--- src/rtl/norestore_divider_pkg.sv ---
// rtl/norestore_divider_pkg.sv - shared types and sizing helpers for the non-restoring divider
package norestore_divider_pkg;

   typedef enum logic [1:0] {
      ST_IDLE,
      ST_RUN,
      ST_FIX
   } state_t;

   // Counter must hold the iteration index 0 .. 2*WIDTH.
   function automatic int cnt_width(input int w);
      return $clog2(2 * w + 1);
   endfunction

endpackage

--- src/rtl/norestore_divider_step.sv ---
// rtl/norestore_divider_step.sv - one shift / add-or-subtract iteration of non-restoring division
module norestore_step #(
   parameter int WIDTH = 4
) (
   input  logic [WIDTH:0]   p_in,
   input  logic             bit_in,
   input  logic [WIDTH-1:0] d,
   output logic [WIDTH:0]   p_out,
   output logic             q_bit
);

   logic [WIDTH:0] shifted;

   // Intermediate shifted value may wrap; the add/sub result always lands back in [-D, D).
   always_comb begin
      shifted = {p_in[WIDTH-1:0], bit_in};
      if (!p_in[WIDTH]) begin
         p_out = shifted - {1'b0, d};
      end else begin
         p_out = shifted + {1'b0, d};
      end
      q_bit = ~p_out[WIDTH];
   end

endmodule

--- src/rtl/norestore_divider.sv ---
// rtl/norestore_divider.sv - sequential unsigned non-restoring divider, one quotient bit per clock
module norestore_divider
   import norestore_divider_pkg::*;
#(
   parameter int WIDTH = 4
) (
   input  logic               clk,
   input  logic               rst,
   input  logic [2*WIDTH-1:0] dividend,
   input  logic [WIDTH-1:0]   divisor,
   input  logic               din_valid,
   output logic [2*WIDTH-1:0] dout,
   output logic [WIDTH-1:0]   remainder,
   output logic               dout_valid
);

   localparam int NB = 2 * WIDTH;
   localparam int CW = cnt_width(WIDTH);

   state_t           state_q, state_d;
   logic [CW-1:0]    cnt_q, cnt_d;
   logic [NB-1:0]    dvd_q, dvd_d;
   logic [NB-1:0]    quo_q, quo_d;
   logic [NB-1:0]    dout_q, dout_d;
   logic [WIDTH-1:0] dsr_q, dsr_d;
   logic [WIDTH-1:0] rem_q, rem_d;
   logic [WIDTH:0]   p_q, p_d;
   logic             dz_q, dz_d;
   logic             valid_q, valid_d;

   logic [WIDTH:0]   p_step;
   logic             q_bit;
   logic [WIDTH-1:0] rem_fix;

   norestore_step #(.WIDTH(WIDTH)) u_step (
      .p_in   (p_q),
      .bit_in (dvd_q[NB-1]),
      .d      (dsr_q),
      .p_out  (p_step),
      .q_bit  (q_bit)
   );

   always_comb begin
      state_d = state_q;
      cnt_d   = cnt_q;
      dvd_d   = dvd_q;
      quo_d   = quo_q;
      dout_d  = dout_q;
      dsr_d   = dsr_q;
      rem_d   = rem_q;
      p_d     = p_q;
      dz_d    = dz_q;
      valid_d = 1'b0;
      // Only the low WIDTH bits of the corrected remainder are kept, so add modulo 2^WIDTH.
      rem_fix = p_q[WIDTH-1:0] + (p_q[WIDTH] ? dsr_q : '0);

      if (din_valid) begin
         state_d = ST_RUN;
         cnt_d   = '0;
         dvd_d   = dividend;
         dsr_d   = divisor;
         dz_d    = (divisor == '0);
         quo_d   = '0;
         p_d     = '0;
      end else begin
         case (state_q)
            ST_IDLE: ;
            ST_RUN: begin
               p_d   = p_step;
               quo_d = {quo_q[NB-2:0], q_bit};
               dvd_d = {dvd_q[NB-2:0], 1'b0};
               cnt_d = cnt_q + CW'(1);
               if (cnt_q == CW'(NB - 1)) begin
                  state_d = ST_FIX;
               end
            end
            ST_FIX: begin
               dout_d  = dz_q ? '1 : quo_q;
               rem_d   = rem_fix;
               valid_d = 1'b1;
               state_d = ST_IDLE;
            end
            default: state_d = ST_IDLE;
         endcase
      end
   end

   always_ff @(posedge clk or posedge rst) begin
      if (rst) begin
         state_q <= ST_IDLE;
         cnt_q   <= '0;
         dvd_q   <= '0;
         quo_q   <= '0;
         dout_q  <= '0;
         dsr_q   <= '0;
         rem_q   <= '0;
         p_q     <= '0;
         dz_q    <= 1'b0;
         valid_q <= 1'b0;
      end else begin
         state_q <= state_d;
         cnt_q   <= cnt_d;
         dvd_q   <= dvd_d;
         quo_q   <= quo_d;
         dout_q  <= dout_d;
         dsr_q   <= dsr_d;
         rem_q   <= rem_d;
         p_q     <= p_d;
         dz_q    <= dz_d;
         valid_q <= valid_d;
      end
   end

   assign dout       = dout_q;
   assign remainder  = rem_q;
   assign dout_valid = valid_q;

endmodule

--- config.mk ---
export PLATFORM = sky130hd
export DESIGN_NAME = norestore_divider
export DESIGN_NICKNAME = d
export VERILOG_FILES = /design/src/rtl/norestore_divider_pkg.sv /design/src/rtl/norestore_divider_step.sv /design/src/rtl/norestore_divider.sv
export SDC_FILE = /design/constraint.sdc
export NUM_CORES = 1
export LEC_CHECK = 0
export ABC_AREA = 1
export BUFFER_PORTS_ARGS = -buffer_cell sky130_fd_sc_hd__buf_4
export CORE_MARGIN = 3
export CORE_UTILIZATION = 57
export CTS_CLUSTER_DIAMETER = 100
export CTS_CLUSTER_SIZE = 10
export DETAILED_ROUTE_END_ITERATION = 8
export HOLD_SLACK_MARGIN = 0.03
export PLACE_DENSITY = 0.79
export SLEW_MARGIN = 0
export SYNTH_ARGS = -nofsm -noshare
export SYNTH_HDL_FRONTEND = slang
export SYNTH_SLANG_ARGS = --single-unit
--- constraint.sdc ---
create_clock -name clk -period 2.5 [get_ports clk]
set_clock_uncertainty 0.2 [all_clocks]
set_input_delay 0.5 -clock clk [delete_from_list [all_inputs] [get_ports clk]]
set_output_delay 0.5 -clock clk [all_outputs]
set_load 0.1 [all_outputs]
* Word level (Yosys, flattened, before mapping)
Cells that the tools add are included.
** Word-level totals
- Logic and storage cells :: 42
- Input bits :: 15
- ROM bits :: 0
- Register bits after elaboration :: 45
- Memory bits (writable) :: 0
- Memories kept :: 0
- Output and inout port bits :: 13
- Latch bits :: 0
** Operators by class
- Add/subtract/negate cells :: 4
- Bitwise logic cells :: 2
- Reduce and logical (&&, ||, !) cells :: 5
- Mux-type cells :: 16
- Shift-type cells :: 0
- $lt $le $gt $ge :: 0
- $mul :: 0
- Equality and inequality tests :: 5
- Divide/modulo/power cells :: 0
** Operators with widths (number)
- 8-bit two-way mux :: 5
- 5-bit two-way mux :: 3
- 4-bit two-way mux :: 3
- 5-bit by 4-bit adder with 5-bit output :: 1
- 5-bit by 4-bit subtractor with 5-bit output :: 1
- 4-bit by 1-bit adder with 4-bit output (second input constant) :: 1
- 4-bit adder :: 1
- 4-bit by 3-bit == test with 1-bit output (second input constant) :: 1
- 4-bit zero test :: 1
- 2-bit two-way mux :: 2
- 2-bit one-hot mux with 2 select lines :: 1
- 2-bit AND reduction :: 2
- 3-bit inequality test (second input constant) :: 1
- 2-bit by 1-bit == test with 1-bit output (second input constant) :: 1
- 2-bit == test (second input constant) :: 1
- 2-bit zero test :: 1
- 1-bit two-way mux :: 2
- 2-bit inequality test (second input constant) :: 1
- 1-bit inverter :: 2
- 2-bit nonzero test :: 1

* Longest topological paths before layout
Gate-level depths: netlist of run 1.
- Depth in word-level cells :: 5
- Gate-level depth with buffers :: 12
- Gate-level depth less buffers :: 12

* By module
From an unflattened synthesis of run 1, not the netlist that was laid out.
** Unflattened totals
- Cell total of the unflattened synthesis :: 265
- Area, all modules :: 2197.1 um^2
** By module, submodules not included
- norestore_divider :: area each 1929.4 um^2, sequential area each 1126.1 um^2, cells an instance 221, instances 1
- norestore_step :: area each 267.8 um^2, sequential area each 0.0 um^2, cells an instance 44, instances 1

* Least setup slack after synthesis of run 1
No wires, ideal clock.
- Kind :: reg2reg
- Start :: register dsr_q[0]
- End :: register quo_q[0]
- Data arrival time :: 1680 ps
- Cell stages (with the launch flop) :: 12
- Required time :: 2183 ps
- Setup slack :: 503 ps
- Period minus slack after synthesis :: 1997 ps
- Library setup time :: 117 ps
- Path through :: dfrtp_1 > inv_1 > ha_1 > nand2_1 > nand2_1 > fa_1 > nand3_1 > inv_1 > nor2_1 > nand3_1 > nand3_1 > nand2_1
** On the way
- Word-level cells in the longest chain between the ends :: 5
- Elaborated cells between the ends (all ways) :: 6
** Ends and longest elaborated chain
- start, declared :: RTL line norestore_divider.sv:25 : logic [WIDTH-1:0] dsr_q, dsr_d;
- start signal, assigned :: RTL line norestore_divider.sv:106 : dsr_q <= dsr_d;
- 5-bit by 4-bit subtractor with 5-bit output / 5-bit by 4-bit adder with 5-bit output (equally long branches) :: RTL line norestore_divider_step.sv:18, norestore_divider_step.sv:20
- 5-bit two-way mux (*) :: RTL line norestore_divider_step.sv:17 : if (!p_in[WIDTH]) begin
- 1-bit inverter (*) :: RTL line norestore_divider_step.sv:22 : q_bit = ~p_out[WIDTH];
- 8-bit two-way mux (*) :: RTL line norestore_divider.sv:66 : case (state_q)
- 8-bit two-way mux (*) :: RTL line norestore_divider.sv:57 : if (din_valid) begin
- end signal, assigned :: RTL line norestore_divider.sv:104 : quo_q <= quo_d;
- end, declared :: RTL line norestore_divider.sv:23 : logic [NB-1:0] quo_q, quo_d;
Every way passes the cells marked *; elsewhere a longest branch is shown, timed or not. The select of a mux whose other input is x is not followed.
A chain may end at the register's enable or synchronous reset.

* Worst setup path in the final report of run 1
Same ends and word-level chain as after synthesis.

==> impl_metrics.json, run 1 <==
{
  "rsz0062_at_grt": "false",
  "grt_pass1_wl_mm": 6.91,
  "die-area_um2": 4650,
  "grt_max_degree": 46,
  "start_util_pct": 62.5,
  "cts-root-buf": "clkbuf_8",
  "drtIter0Drc": 118,
  "grt_usage_pct": 20.1,
  "path_class": "register to register",
  "syn_area_um2": 2200,
  "finalHoldViolations": 0,
  "cts_max_path_buffers": 2,
  "core_um2": 3520,
  "grt_pass1_vias": 1557,
  "postCtsSetupRepairBufs": 0,
  "cts-resized-gates": 0,
  "drive_gt1_share_pct": 18.6,
  "cpPeakStageDelay_ns": 0.43,
  "synthToLayoutAreaGrowth_pct": 14.5,
  "syn_nets": 269,
  "gp_congestion": 0.907,
  "setup_viol": 0,
  "row_count": 21,
  "critical_path_arrival_ns": 2.15,
  "p_per_area_nw_per_um2": 697,
  "chipWidth_um": 68.2,
  "yosysWarningCount": 0,
  "finalSetupTns_ns": 0,
  "clock.fmax_mhz": 466,
  "dr.pass1.iters": 4,
  "period_minus_slack_ns": 2.15,
  "avgSynthCellArea_um2": 9.06,
  "cap_violations": 0,
  "slew_headroom_pct": 64.0,
  "tightest_slew_ns": 0.540,
  "synthTopCellsByArea": "dfrtp_1 (51%), nand2_1 (12%), ha_1 (5.1%), inv_1 (4.4%), nand3_1 (3.9%)",
  "numClockSinks": 45,
  "final_cells": 320,
  "clk_latency_ns": 0.30,
  "yosysTopAreaCell": "dfrtp_1",
  "drcViolationCount": 0,
  "status": "completed",
  "critical-path-slowest-cell": "fa_1",
  "period_share_pct": 85.9,
  "fin_nets": 299,
  "crit_chain": "inv_1 > ha_1 > nand2_1 > nand2_1 > fa_1 > nand3_1 > inv_1 > nor2_1 > nand3_1 > nand3_1 > nand2_1",
  "timing.final.max_slew_violations": 0,
  "startpoint_type": "register",
  "place_inst": 312,
  "clkTransAtPathRegs_ns": 0.09,
  "cts.htree.levels": 2,
  "ctsHoldBuffers": 0,
  "ir_drop_v": 0.000403,
  "vias": 1670,
  "drt_wl_total_mm": 3.86,
  "antenna_found_initial": 0,
  "globalRouteOverflowTotal": 0,
  "synth_cell_types": 31,
  "cts_tree": "built",
  "crit_required_ns": 2.50,
  "design.portCount": 28,
  "routedWlPerCell_um": 12.1,
  "synth_top_area_share_pct": 51.1,
  "via_per_inst": 5.22,
  "ys_seq_area_share_pct": 51.1,
  "yosys_register_bits": 45,
  "cp-end-kind": "register",
  "ant_nets": 0,
  "die_h_um": 68.2,
  "leakagePower_nw": 1.34,
  "cts_buffers": 5,
  "syn_inst": 243,
  "hp-class": "input port to async pin",
  "numPortBuffers": 27,
  "antenna_cells": 0,
  "dp_hpwl_mm": 2.80,
  "crit_fanout": 3
}
flip-flops by register name (all words and copies together) (netlist names):
name / cells
cnt_q: 4
dout_valid: 1
dvd_q: 8
dsr_q: 4
quo_q: 8
state_q: 2
dz_q: 1
remainder: 4
p_q: 5
dout: 8
where the power goes:
part / total (W) / internal (W) / switching, W
Clock: 0.000446 / 0.000196 / 0.000250
Sequential: 0.000856 / 0.000790 / 0.0000663
Combinational: 0.000455 / 0.000190 / 0.000265
per-stage QoR:
stage	power, W	setup slack, ns	cell area (µm²)	util (%)	hold slack [ns]
after floorplan	0.00122	0.503	2200	-	0.254
after global placement	0.00131	0.417	2430	69.0	0.254
after detailed placement	0.00132	0.368	2430	69.0	0.259
after CTS	0.00177	0.346	2520	71.6	0.158
after global routing	0.00190	0.157	2520	71.6	0.177
final	0.00176	0.352	2520	71.6	0.128
cell usage after synthesis, drive strengths merged:
cell type / n
a21oi: 5
a22o: 3
a31oi: 1
and2: 1
buf: 6
dfrtp: 45
fa: 2
ha: 9
inv: 32
nand2: 72
nand3: 17
nor2: 10
nor3: 3
nor4: 1
o211ai: 2
o21ai: 19
o221ai: 3
o22ai: 7
xnor2: 4
xor2: 1
cell type report:
| type | count | area (µm²) |
|---|---|---|
| inverter | 32 | 123 |
| timing repair buffer | 29 | 218 |
| multi-input combinational | 160 | 906 |
| fill | 294 | 1000 |
| sequential | 45 | 1130 |
| tap | 46 | 57.6 |
| clock buffer | 5 | 68.8 |
| clock inverter | 3 | 22.5 |
worst paths after layout:
| kind | startpoint | endpoint | slack (ns) | cells past startpoint |
|---|---|---|---|---|
| max in group asynchronous | rst | dsr_q[3]$_DFFE_PP0P_ | 1.59 | 3 |
| hold / removal | rst | p_q[4]$_DFFE_PP0P_ | 0.13 | 3 |
| setup / recovery | dsr_q[0]$_DFFE_PP0P_ | quo_q[0]$_DFFE_PP0P_ | 0.35 | 11 |
| hold reg to reg | dout[1]$_DFFE_PP0P_ | dout[1]$_DFFE_PP0P_ | 0.28 | 2 |
| setup reg to reg | dsr_q[0]$_DFFE_PP0P_ | quo_q[0]$_DFFE_PP0P_ | 0.35 | 11 |
| min in group clk | dividend[5] | dvd_q[5]$_DFFE_PP0P_ | 0.21 | 3 |
layer usage:
| layer | GRT usage [%] | up-vias | part of all wire [%] |
|---|---|---|---|
| li1 | - | 849 | - |
| met5 | 0 | - | 0 |
| met3 | 5.25 | 6 | 5.9 |
| met2 | 32.4 | 39 | 44 |
| met1 | 26.4 | 776 | 48 |
| met4 | 6.70 | 0 | 1.6 |
critical path, delay by kind of cell, from the launching register on:
| family | cells | cell delay, ns |
|---|---|---|
| adders and majority gates | 2 | 0.72 |
| and+or+nand+nor | 7 | 0.60 |
| DFF | 1 | 0.38 |
| buffers and inverters | 2 | 0.13 |
cells by family (layout without fill, tap and decap cells):
group / Yosys count / count (layout) / synth area share [%]
AND/OR/NAND/NOR: 104 / 104 / 20.3
XOR/XNOR: 5 / 5 / 1.99
AO/OA/AOI/OAI: 40 / 40 / 11.9
adder cells (fa/ha/maj): 11 / 11 / 6.93
buffers and inverters: 38 / 69 / 7.73
flip-flops: 45 / 45 / 51.1
placed cells by master, fill, tap and decap left out:
cell type   count
nand2_1        71
dfrtp_1        45
buf_4          29
inv_1          26
nand3_1        17
o21ai_0        16
nor2_1          9
ha_1            9
o22ai_1         7
inv_2           5
clkbuf_8        5
a21oi_1         4
xnor2_1         4
a22o_1          3
o221ai_1        3
clkinvlp_4      3
o21ai_1         2
o211ai_2        2
fa_1            2
nor3_4          1
inv_4           1
nor3_1          1
nor2_2          1
nand2_4         1
o21ai_4         1
xor2_1          1
nor3_2          1
nor4_1          1
and2_1          1
a31oi_1         1
a21oi_2         1
No activity file was read; power rests on OpenSTA's default activity.
==> run 2, diff against run 1 <==
==> constraint.sdc (replaced) <==
create_clock -name clk -period 2.5 [get_ports clk]
set_clock_uncertainty 0.2 [all_clocks]
set_input_delay 0.375 -clock clk [delete_from_list [all_inputs] [get_ports clk]]
set_output_delay 0.375 -clock clk [all_outputs]
set_load 0.1 [all_outputs]
==> run 2 against run 1 <==
Net effect:
- non-clock buffer count down 1
- largest power group unchanged
- flip-flop and latch count did not move
- largest cell class unchanged
- critical path type unchanged
- final cell count decreased by 0.31%
==> impl_metrics.json, run 2 (synthesis gave the netlist of run 1 again) <==
{
  "status": "completed",
  "drcViolationCount": 0,
  "antenna_cells": 0,
  "critical-path-slowest-cell": "fa_1",
  "cp-end-kind": "register",
  "worst-path-stages": 11,
  "crit_buf_inv": 2,
  "p_sw_share_pct": 30.3,
  "cts-root-buf": "clkbuf_8",
  "chipWidth_um": 68.2,
  "crit_required_ns": 2.48,
  "cts.htree.levels": 2,
  "final_common_cell": "nand2_1",
  "critical_path_arrival_ns": 2.14,
  "hp-class": "input port to async pin",
  "die_h_um": 68.2,
  "core_um2": 3520,
  "clkTransAtPathRegs_ns": 0.08,
  "grt_pass1_vias": 1628,
  "start_util_pct": 62.5,
  "setup_viol": 0,
  "place_inst": 311,
  "timing.rr.start": "dsr_q[0]$_DFFE_PP0P_",
  "seq_area_um2": 1130,
  "cp-endpoint": "quo_q[0]$_DFFE_PP0P_",
  "grt_max_degree": 46,
  "drive_gt1_share_pct": 17.9,
  "cts-resized-gates": 0,
  "vias": 1701,
  "finalHoldViolations": 0,
  "utilization_pct": 72.1,
  "finalSetupTns_ns": 0,
  "drt_wl_total_mm": 4.13,
  "place_area_um2": 2420,
  "design.portCount": 28,
  "power_frac_clock_pct": 29.5,
  "numPortBuffers": 27,
  "seqPwrFrac_pct": 45.7,
  "p_per_area_nw_per_um2": 739,
  "synthToLayoutAreaGrowth_pct": 15.3,
  "clock.fmax_mhz": 464,
  "cap_violations": 0,
  "cpPeakStageDelay_ns": 0.44,
  "p_sw_w": 0.000568,
  "grt_pass1_wl_mm": 7.33,
  "multiInputGateArea_um2": 906,
  "tightest_slew_ns": 0.543,
  "p_int_w": 0.00131,
  "reg2reg_depth": 11,
  "numClockSinks": 45,
  "r2r_end": "quo_q[0]$_DFFE_PP0P_",
  "postCtsSetupRepairBufs": 0,
  "final_cell_mix": "nand2_1 (71), dfrtp_1 (45), buf_4 (28), inv_1 (26), nand3_1 (17)",
  "drtIter0Drc": 118,
  "final_cells": 319,
  "period_minus_slack_ns": 2.15,
  "n_fill_cell": 292,
  "fin_nets": 298,
  "crit_fanout": 3,
  "routedWlPerCell_um": 12.9,
  "grt_usage_pct": 21.5,
  "leakagePower_nw": 1.36,
  "cp-startpoint": "dsr_q[0]$_DFFE_PP0P_",
  "ctsHoldBuffers": 0,
  "cts_tree": "built",
  "rsz0062_at_grt": "false",
  "timing.final.max_slew_violations": 0,
  "reg2reg_setup_slack_ns": 0.35,
  "crit_family": "adder cells",
  "ant_nets": 0,
  "dp_hpwl_mm": 2.91,
  "cts_buffers": 5,
  "globalRouteOverflowTotal": 0,
  "row_count": 21,
  "ir_drop_v": 0.000428,
  "period_share_pct": 86.2,
  "slew_headroom_pct": 63.8,
  "dr.pass1.iters": 4,
  "clk_latency_ns": 0.29,
  "startpoint_type": "register",
  "cts_max_path_buffers": 2,
  "crit_chain": "inv_1 > ha_1 > nand2_1 > nand2_1 > fa_1 > nand3_1 > inv_1 > nor2_1 > nand3_1 > nand3_1 > nand2_1",
  "path_class": "register to register",
  "gp_congestion": 0.902,
  "stdcell_area_um2": 2540,
  "die-area_um2": 4650,
  "p_comb_share_pct": 24.9,
  "antenna_found_initial": 0,
  "via_per_inst": 5.33
}
run 2: cell count changes in the layout (fill, tap and decap cells not counted), sizes merged:
cell	previous run	this run
clkbuf	5	7
clkinvlp	3	0
buf	29	28
bufinv	0	1
run 2: worst register-to-register path: cells and delay by family, from the launching register on:
kind          cells  cell delay (ns)
fa+ha+maj         2             0.68
simple gates      7             0.62
flops             1             0.40
buf+inv           2             0.15
run 2: worst min-delay path by stage:
stage	start	end	slack [ns]	depth (start not counted)
floorplan	quo_q[7]$_DFFE_PP0P_	quo_q[7]$_DFFE_PP0P_	0.25	2
global placement	dout[5]$_DFFE_PP0P_	dout[5]$_DFFE_PP0P_	0.25	2
detailed placement	remainder[1]$_DFFE_PP0P_	remainder[1]$_DFFE_PP0P_	0.26	2
CTS	rst	remainder[3]$_DFFE_PP0P_	0.04	3
global route	rst	dout_valid$_DFF_PP0_	0.06	3
finish	rst	quo_q[0]$_DFFE_PP0P_	0.02	3
run 2: per-layer routing:
| metal | track usage, % | up-vias | routed length [µm] |
|---|---|---|---|
| met4 | 8.19 | 0 | 53 |
| met1 | 28.9 | 808 | 1900 |
| met3 | 3.94 | 5 | 214 |
| met2 | 34.5 | 44 | 1960 |
| li1 | - | 844 | - |
| met5 | 0 | - | 0 |
run 2: cell type report:
cell class              count  area share, %
clock buffers               7           3.40
clock inverters             1           1.18
inverters                  32           4.83
multi-input cells         160           35.7
flip-flops and latches     45           44.4
well taps                  46           2.27
repair buffers             28           8.28
run 2: power groups by stage:
stage                     clock [W]  combinational, W  sequential [W]
final                      0.000553          0.000466        0.000857
after global routing       0.000604          0.000547        0.000865
after CTS                  0.000570          0.000465        0.000856
after detailed placement          0          0.000462        0.000868
after global placement            0          0.000444        0.000867
after floorplan                   0          0.000360        0.000857
run 2: through the flow:
stage / total power (W) / setup slack (ns) / hold slack, ns
floorplan: 0.00122 / 0.503 / 0.254
global placement: 0.00131 / 0.418 / 0.254
detailed placement: 0.00133 / 0.388 / 0.260
CTS: 0.00189 / 0.367 / 0.0427
global route: 0.00202 / 0.173 / 0.0643
finish: 0.00188 / 0.346 / 0.0223
